`src/rtl/pq_reg_server.sv`:
```
// pq_reg_server: sorted-register priority queue, server end of the pq_rd_if interface.
//
// Holds up to DEPTH key/value entries kept in ascending key order in a register
// array, and always presents the minimum entry on kvo_o. Each accepted request
// takes two cycles: IDLE samples it, EXEC commits it, so busy_o is high for
// exactly one cycle per operation.
//
// Ports
//   clk_i      system clock, rising edge
//   rst_ni     synchronous reset, active-low
//   kvi_i      key/value to insert, key in the MSBs
//   replace_i  insert request, sampled only while idle
//   deq_i      remove-minimum request, sampled only while idle
//   kvo_o      current minimum entry, 0 when empty
//   full_o     occupancy equals DEPTH
//   empty_o    occupancy is zero
//   busy_o     operation in progress, requests are dropped
//   count_o    occupancy
module pq_reg_server #(
    parameter int DEPTH = 8,
    parameter int KW    = 8,
    parameter int VW    = 8
) (
    input  logic                         clk_i,
    input  logic                         rst_ni,
    input  logic [KW+VW-1:0]             kvi_i,
    input  logic                         replace_i,
    input  logic                         deq_i,
    output logic [KW+VW-1:0]             kvo_o,
    output logic                         full_o,
    output logic                         empty_o,
    output logic                         busy_o,
    output logic [$clog2(DEPTH+1)-1:0]   count_o
);
    localparam int W  = KW + VW;
    localparam int CW = $clog2(DEPTH + 1);
    localparam logic [CW-1:0] FULL_CNT = CW'(DEPTH);

    localparam logic [0:0] IDLE = 1'b0;
    localparam logic [0:0] EXEC = 1'b1;

    localparam logic [1:0] OP_INS  = 2'd0;
    localparam logic [1:0] OP_REM  = 2'd1;
    localparam logic [1:0] OP_RTOP = 2'd2;

    logic [0:0]    state_q, state_d;
    logic [1:0]    op_q, op_d;
    logic [W-1:0]  kv_q, kv_d;
    logic [W-1:0]  kvo_q, kvo_d;
    logic [CW-1:0] count_q, count_d;
    logic [W-1:0]  slot_q [DEPTH];
    logic [W-1:0]  slot_d [DEPTH];

    // Removal-shifted view of the array; replace-top reuses it as the base
    // into which the new entry is inserted, so both happen in one EXEC cycle.
    logic [W-1:0]  src [DEPTH];
    logic [CW-1:0] src_cnt;
    logic [DEPTH-1:0] le;
    logic [W-1:0]  ins [DEPTH];

    always_comb begin
        src     = slot_q;
        src_cnt = count_q;
        if (op_q != OP_INS) begin
            for (int i = 0; i < DEPTH - 1; i++) src[i] = slot_q[i+1];
            src[DEPTH-1] = '0;
            src_cnt      = count_q - CW'(1);
        end
    end

    // le marks occupied slots whose key is <= the new key. Because the array
    // is sorted this is a prefix, and using <= puts equal keys after existing
    // ones, which keeps FIFO order among ties.
    always_comb begin
        le = '0;
        for (int i = 0; i < DEPTH; i++)
            le[i] = (i < int'(src_cnt)) && (src[i][W-1:VW] <= kv_q[W-1:VW]);
    end

    always_comb begin
        ins[0] = le[0] ? src[0] : kv_q;
        for (int i = 1; i < DEPTH; i++)
            ins[i] = le[i] ? src[i] : (le[i-1] ? kv_q : src[i-1]);
    end

    always_comb begin
        state_d = state_q;
        op_d    = op_q;
        kv_d    = kv_q;
        slot_d  = slot_q;
        count_d = count_q;
        if (state_q == IDLE) begin
            kv_d = kvi_i;
            // replace+deq on an empty queue falls through to plain insert.
            if (replace_i && deq_i && count_q != '0) begin
                op_d    = OP_RTOP;
                state_d = EXEC;
            end else if (replace_i && count_q != FULL_CNT) begin
                op_d    = OP_INS;
                state_d = EXEC;
            end else if (deq_i && !replace_i && count_q != '0) begin
                op_d    = OP_REM;
                state_d = EXEC;
            end
        end else begin
            state_d = IDLE;
            if (op_q == OP_REM) slot_d = src;
            else                slot_d = ins;
            count_d = (op_q == OP_INS) ? count_q + CW'(1) :
                      (op_q == OP_REM) ? count_q - CW'(1) : count_q;
        end
        kvo_d = (count_d == '0) ? '0 : slot_d[0];
    end

    always_ff @(posedge clk_i) begin
        if (!rst_ni) begin
            state_q <= IDLE;
            op_q    <= OP_INS;
            kv_q    <= '0;
            kvo_q   <= '0;
            count_q <= '0;
            for (int i = 0; i < DEPTH; i++) slot_q[i] <= '0;
        end else begin
            state_q <= state_d;
            op_q    <= op_d;
            kv_q    <= kv_d;
            kvo_q   <= kvo_d;
            count_q <= count_d;
            slot_q  <= slot_d;
        end
    end

    assign kvo_o   = kvo_q;
    assign count_o = count_q;
    assign full_o  = (count_q == FULL_CNT);
    assign empty_o = (count_q == '0);
    assign busy_o  = (state_q == EXEC);
endmodule
```
`config.mk`:
```
export PLATFORM = sky130hd
export DESIGN_NAME = pq_reg_server
export DESIGN_NICKNAME = d
export VERILOG_FILES = /design/src/rtl/pq_reg_server.sv
export SDC_FILE = /design/constraint.sdc
export NUM_CORES = 1
export LEC_CHECK = 0
export BUFFER_PORTS_ARGS = -buffer_cell sky130_fd_sc_hd__buf_2
export CORE_MARGIN = 3
export CORE_UTILIZATION = 60
export DETAILED_ROUTE_END_ITERATION = 7
export HOLD_SLACK_MARGIN = 0.03
export PLACE_DENSITY = 0.77
export RECOVER_POWER = 25
export SYNTH_ARGS = -nofsm -noshare
export SYNTH_HDL_FRONTEND = slang
export SYNTH_SLANG_ARGS = --single-unit
```
`constraint.sdc`:
```
create_clock -name clk_i -period 4.7 [get_ports clk_i]
set_clock_uncertainty 0.15 [all_clocks]
set_input_delay 0.235 -clock clk_i [delete_from_list [all_inputs] [get_ports clk_i]]
set_output_delay 0.235 -clock clk_i [all_outputs]
set_load 0.02 [all_outputs]
```
==> results of run 1 <==
-- layer usage --
metal,up-vias,share of wire,wire [um]
met5,-,0,0
met4,0,0.022,619
met3,55,0.070,1925
met2,377,0.46,12630
met1,4381,0.45,12370
li1,4713,-,-
-- worst register-to-register path: stages (launching register included) --
cell,delay (ns)
dfxtp_1,0.63
or2_2,0.69
buf_4,0.37
nand2_1,0.08
nand2_1,0.10
ha_1,0.25
a21oi_1,0.16
nor2_1,0.05
a2111oi_0,0.56
o21ai_2,0.08
buf_4,0.24
nand2_1,0.46
o221ai_1,0.23
-- cell type report --
type / count / share of cell area
clock buffers: 17 / 0.03743
inverters: 55 / 0.01817
flip-flops and latches: 167 / 0.2943
repair buffers: 97 / 0.05582
clock inverters: 15 / 0.01717
well taps: 220 / 0.02422
multi-input cells: 992 / 0.5529
-- logic make-up (layout without fill, tap and decap cells) --
group,count (synthesis),count (layout),synth area share
adder cells (fa/ha/maj),66,66,0.08093
AND/OR/NAND/NOR,496,496,0.2070
buffers and inverters,147,184,0.05886
flip-flops,167,167,0.3277
AO/OA/AOI/OAI,309,309,0.2043
multiplexers,118,118,0.1187
XOR/XNOR,3,3,0.002576
-- report_power, final --
group	internal, mW	switching, mW
Clock	0.731	0.722
Sequential	1.50	0.0819
Combinational	0.363	0.635
Total	2.60	1.44
-- registers in the layout, summed over array words and instances, names as in the netlist --
register,cells
busy_o,1
count_o,4
kv_q,16
kvo_o,16
op_q,2
slot_q,128
-- metrics by stage --
stage	setup WS (ns)	power [mW]	hold slack (ns)	util	instance area (um^2)
after global routing	0.2733	4.213	0.2106	0.6829	11360
after global placement	0.8078	2.562	0.2825	0.6368	10600
after floorplan	1.139	2.332	0.2289	-	10200
after detailed placement	0.6417	2.584	0.2879	0.6368	10600
after CTS	0.6182	4.027	0.1926	0.6849	11400
final	0.4900	4.037	0.1954	0.6829	11360
-- worst paths after layout --
kind | startpoint | end | slack, ns | cells after the start
min | deq_i | op_q[0]$_SDFFE_PN0P_ | 0.20 | 4
max reg2reg | op_q[0]$_SDFFE_PN0P_ | slot_q[20]$_SDFFE_PN0P_ | 0.49 | 12
min reg2reg | slot_q[6]$_SDFFE_PN0P_ | slot_q[6]$_SDFFE_PN0P_ | 0.30 | 2
max | op_q[0]$_SDFFE_PN0P_ | slot_q[20]$_SDFFE_PN0P_ | 0.49 | 12
-- cells in the final DEF, fill, tap and decap left out, drive strengths merged, types with 4 or more instances in the layout --
cell type / count
nand2: 289
dfxtp: 167
nor2: 106
mux2i: 94
a21oi: 79
ha: 66
o21ai: 66
inv: 62
o221ai: 57
buf: 54
clkbuf: 42
nor3: 34
a22oi: 24
mux2: 24
a211oi: 18
dlygate4sd3: 18
o22ai: 18
and2: 17
nand4: 14
nand2b: 9
a221o: 9
a221oi: 9
nor2b: 7
clkinv: 7
o211ai: 6
a21o: 4
nand3: 4
nor4: 4
==> flow_summary.json, run 1 <==
{
  "status": "finished, violations left",
  "failed_checks": "design-rule violations, max-capacitance violations, max-slew violations",
  "slowest_delay_ns": 0.69,
  "multi_input_area_um2": 6284,
  "grt-busiest-layer": "met2",
  "synthCells": 1306,
  "numCtsBuffers": 17,
  "dp_hpwl_um": 19700,
  "vias": 9526,
  "clock_path_buffers": 2,
  "async_reset_ff_frac": 0,
  "crit_required_ns": 4.83,
  "finalSetupTns_ns": 0,
  "final.period_utilization": 0.8957,
  "synth_top_flop_cell": "dfxtp_1",
  "synth_common_cells": "288 x nand2_1, 167 x dfxtp_1, 104 x nor2_1",
  "place_inst": 1513,
  "worst_slew_pin_slew_ns": 1.876,
  "cts_max_level": 4,
  "drt-pass1-iter-count": 8,
  "cp_num_buf_inv": 2,
  "grt_pass1_wl_um": 44580,
  "grt_pass1_vias": 8776,
  "yosysWarnings": 0,
  "syn_area_per_cell_um2": 7.813,
  "area_delta_synth_final_pct": 11.38,
  "max_slew_margin": -0.2507,
  "arrival_ns": 4.34,
  "irDropWorstVdd_v": 0.0003244,
  "clock_latency_ns": 0.45,
  "die_y_um": 136.4,
  "final_nets": 1416,
  "use_met1": 0.4024,
  "crit_path_top_delay_cell": "or2_2",
  "drive_above_1_share": 0.09010,
  "min_period_ns": 4.210,
  "drv_slew": 41,
  "yosys.area.top_type": "dfxtp_1",
  "cts_sinks": 167,
  "yosys-top-cells-area": "dfxtp_1 33%, nand2_1 11%, mux2i_1 9.2%, ha_1 8.1%, o221ai_1 4.8%",
  "std_cell_rows": 47,
  "drtIter0Drc": 1030,
  "grt_max_degree": 66,
  "clk_pin_slew_ns": 0.08,
  "cts_setup_buffers": 0,
  "max_freq_mhz": 237.5,
  "stdcell_count": 1563,
  "cts_tree": "built",
  "crit_path_end_kind": "flop",
  "rsz0062_at_grt": "false",
  "io_buffer_count": 42,
  "synth.distinct_cells": 63,
  "syn-num-nets": 1392,
  "use_met3": 0.05588,
  "ios": 43,
  "setup.worst_path.start_class": "flop",
  "synth-edff-count": 0,
  "dieArea_um2": 18610,
  "powerDensity_nw_per_um2": 355.2,
  "cts-root-buf": "clkbuf_16",
  "track_usage": 0.2978,
  "yosysMostFrequentCell": "nand2_1",
  "antenna_found_initial": 0,
  "wl_um": 27550,
  "dieWidth_um": 136.4,
  "viasPerCell": 6.095,
  "yosysSeqAreaShare": 0.3277,
  "drtAntennaViolNets": 0,
  "start_util": 0.6131,
  "fillers": 1339,
  "cts_resized": 0,
  "hold_path.class": "in -> reg",
  "gp_congestion": 0.8941,
  "antenna_cells": 0,
  "drc_errors": 2,
  "crit_top_cell": "nand2_1",
  "hold_viol": 0,
  "grt_overflow": 0,
  "synth_seq_cells": 167,
  "seqCellArea_um2": 3344,
  "crit_family": "simple AND/OR/NAND/NOR gates",
  "core-area_um2": 16640,
  "routedWlPerCell_um": 17.63,
  "path_class": "reg -> reg",
  "crit_fanout": 30,
  "ctsHoldBuffers": 18,
  "grt_util_met2": 0.4794,
  "setup_violations": 0,
  "leakage_nw": 4.689,
  "cap_viol_max_count": 1,
  "worstPathCellList": "or2_2, buf_4, nand2_1, nand2_1, ha_1, a21oi_1, nor2_1, a2111oi_0, o21ai_2, buf_4, nand2_1, o221ai_1",
  "netlist.area_leader.share": 0.3277,
  "netlist_area_um2": 10200
}
(Power assumes the default switching activity.)
==> run 2: changes to the inputs <==
--- a/config.mk
+++ b/config.mk
@@ -6,11 +6,13 @@
 export NUM_CORES = 1
 export LEC_CHECK = 0
 export BUFFER_PORTS_ARGS = -buffer_cell sky130_fd_sc_hd__buf_2
+export CELL_PAD_IN_SITES_DETAIL_PLACEMENT = 0
+export CELL_PAD_IN_SITES_GLOBAL_PLACEMENT = 1
 export CORE_MARGIN = 3
-export CORE_UTILIZATION = 60
+export CORE_UTILIZATION = 47
 export DETAILED_ROUTE_END_ITERATION = 7
 export HOLD_SLACK_MARGIN = 0.03
-export PLACE_DENSITY = 0.77
+export PLACE_DENSITY = 0.8
 export RECOVER_POWER = 25
 export SYNTH_ARGS = -nofsm -noshare
 export SYNTH_HDL_FRONTEND = slang
==> run 2 against run 1 <==
Net effect: the run now ends clean; routed wire length is 5.1% higher; global-route usage is 5.8 points lower; largest power group unchanged; core utilization decreased by 14 points.
==> flow_summary.json, run 2 (synthesized netlist as in run 1, its figures left out) <==
{
  "wl_um": 28940,
  "largest_reg_flops": 128,
  "place_inst": 1575,
  "vias": 9579,
  "worst_slew_pin_slew_ns": 1.038,
  "grt_max_degree": 49,
  "combPwrFrac": 0.253,
  "gp_congestion": 0.8228,
  "viasPerCell": 5.895,
  "irDropWorstVdd_v": 0.0002362,
  "antenna_cells": 0,
  "cts_sinks": 167,
  "ios": 43,
  "std_cell_rows": 53,
  "fillers": 2024,
  "cts-root-buf": "clkbuf_16",
  "layout_commonest_cell": "nand2_1",
  "core-area_um2": 21150,
  "setup_violations": 0,
  "p_clk_frac": 0.359,
  "dieArea_um2": 23510,
  "rsz0062_at_grt": "false",
  "drtIter0Drc": 586,
  "hold_path.class": "in -> reg",
  "io_buffer_count": 42,
  "cap_viol_max_count": 0,
  "crit_fanout": 24,
  "area_delta_synth_final_pct": 12.63,
  "status": "finished, final reports clean",
  "clock_latency_ns": 0.44,
  "leakage_nw": 4.724,
  "crit_path_end_kind": "flop",
  "drt-pass1-iter-count": 5,
  "max_slew_margin": 0.3030,
  "track_usage": 0.2400,
  "cts_tree": "built",
  "p_sw_frac": 0.3519,
  "path_class": "reg -> reg",
  "dieWidth_um": 153.3,
  "drv_slew": 0,
  "drtAntennaViolNets": 0,
  "crit_required_ns": 4.82,
  "final_nets": 1423,
  "die_y_um": 153.3,
  "regMostFlops": "slot_q",
  "grt_pass1_vias": 9065,
  "numCtsBuffers": 17,
  "routedWlPerCell_um": 17.81,
  "finalSetupTns_ns": 0,
  "power_switching_mw": 1.435,
  "clk_pin_slew_ns": 0.07,
  "dp_hpwl_um": 21460,
  "grt_pass1_wl_um": 46530,
  "setup.worst_path.start_class": "flop",
  "clock_path_buffers": 2,
  "multi_input_area_um2": 6287,
  "grt_overflow": 0,
  "powerDensity_nw_per_um2": 354.9,
  "antenna_found_initial": 0,
  "seqCellArea_um2": 3343,
  "max_freq_mhz": 234.5,
  "p_int_mw": 2.643,
  "stdcell_count": 1625,
  "arrival_ns": 4.39,
  "cts_max_level": 4,
  "min_period_ns": 4.265,
  "start_util": 0.4823,
  "hold_viol": 0,
  "final.period_utilization": 0.9074,
  "layout_common_cells": "288 x nand2_1, 167 x dfxtp_1, 103 x nor2_1",
  "drc_errors": 0,
  "drive_above_1_share": 0.09630,
  "seq_power_share": 0.388
}
==> run 2: power groups by stage <==
stage | Clock, mW | Sequential (mW) | Combinational [mW]
after floorplan | 0 | 1.60 | 0.727
after global placement | 0 | 1.61 | 1.01
after detailed placement | 0 | 1.61 | 1.01
after CTS | 1.49 | 1.58 | 1.03
after global routing | 1.55 | 1.59 | 1.13
final | 1.47 | 1.58 | 1.03
==> run 2: per-layer routing <==
metal / GRT usage / vias up / part of all wire
li1: - / 4737 / -
met1: 0.3290 / 4571 / 0.47
met2: 0.3978 / 233 / 0.47
met3: 0.03341 / 38 / 0.038
met4: 0.06686 / 0 / 0.022
met5: 0 / - / 0
==> run 2: path summary, 6_finish.rpt <==
| kind | endpoint | cells past startpoint | slack, ns | start |
|---|---|---|---|---|
| worst min-delay path | op_q[0]$_SDFFE_PN0P_ | 4 | 0.18 | deq_i |
| worst max register to register | slot_q[94]$_SDFFE_PN0P_ | 12 | 0.44 | op_q[0]$_SDFFE_PN0P_ |
| worst min register to register | slot_q[7]$_SDFFE_PN0P_ | 2 | 0.30 | slot_q[7]$_SDFFE_PN0P_ |
| worst max-delay path | slot_q[94]$_SDFFE_PN0P_ | 12 | 0.44 | op_q[0]$_SDFFE_PN0P_ |
==> run 2: final cells by class <==
cell class,instances,area share
Clock buffer,17,0.03702
Multi-Input combinational cell,992,0.5471
Timing Repair Buffer,104,0.06021
Sequential cell,167,0.2909
Clock inverter,15,0.01688
Inverter,55,0.01796
Tap cell,275,0.02994
==> run 2: timing repair <==
action | in CTS | in global routing
setup endpoints to repair | 0 | 5
gates resized for setup | 0 | 1
hold buffers | 18 | 0
endpoints found under the hold margin | 27 | 0
buffers inserted | 0 | 0
==> run 2: critical path: stages (launching register included) <==
cell and delay (ns):
dfxtp_1 0.62, or2_2 0.60, buf_4 0.41, nand2_1 0.09, nand2_1 0.11, ha_1 0.24
nor2b_1 0.13, o211ai_1 0.17, a21oi_1 0.09, o22ai_1 0.20, o21a_1 0.45, nand2b_1 0.60
o221ai_1 0.23
==> run 2: stage by stage <==
stage	total power [mW]	setup slack, ns	cell area [um^2]	hold slack (ns)	util
detailed placement	2.626	0.4544	10720	0.2929	0.5067
floorplan	2.332	1.139	10200	0.2289	-
global route	4.273	0.03414	11490	0.1962	0.5433
global placement	2.619	0.5786	10720	0.2861	0.5067
finish	4.078	0.4350	11490	0.1817	0.5433
CTS	4.102	0.4259	11520	0.1683	0.5445
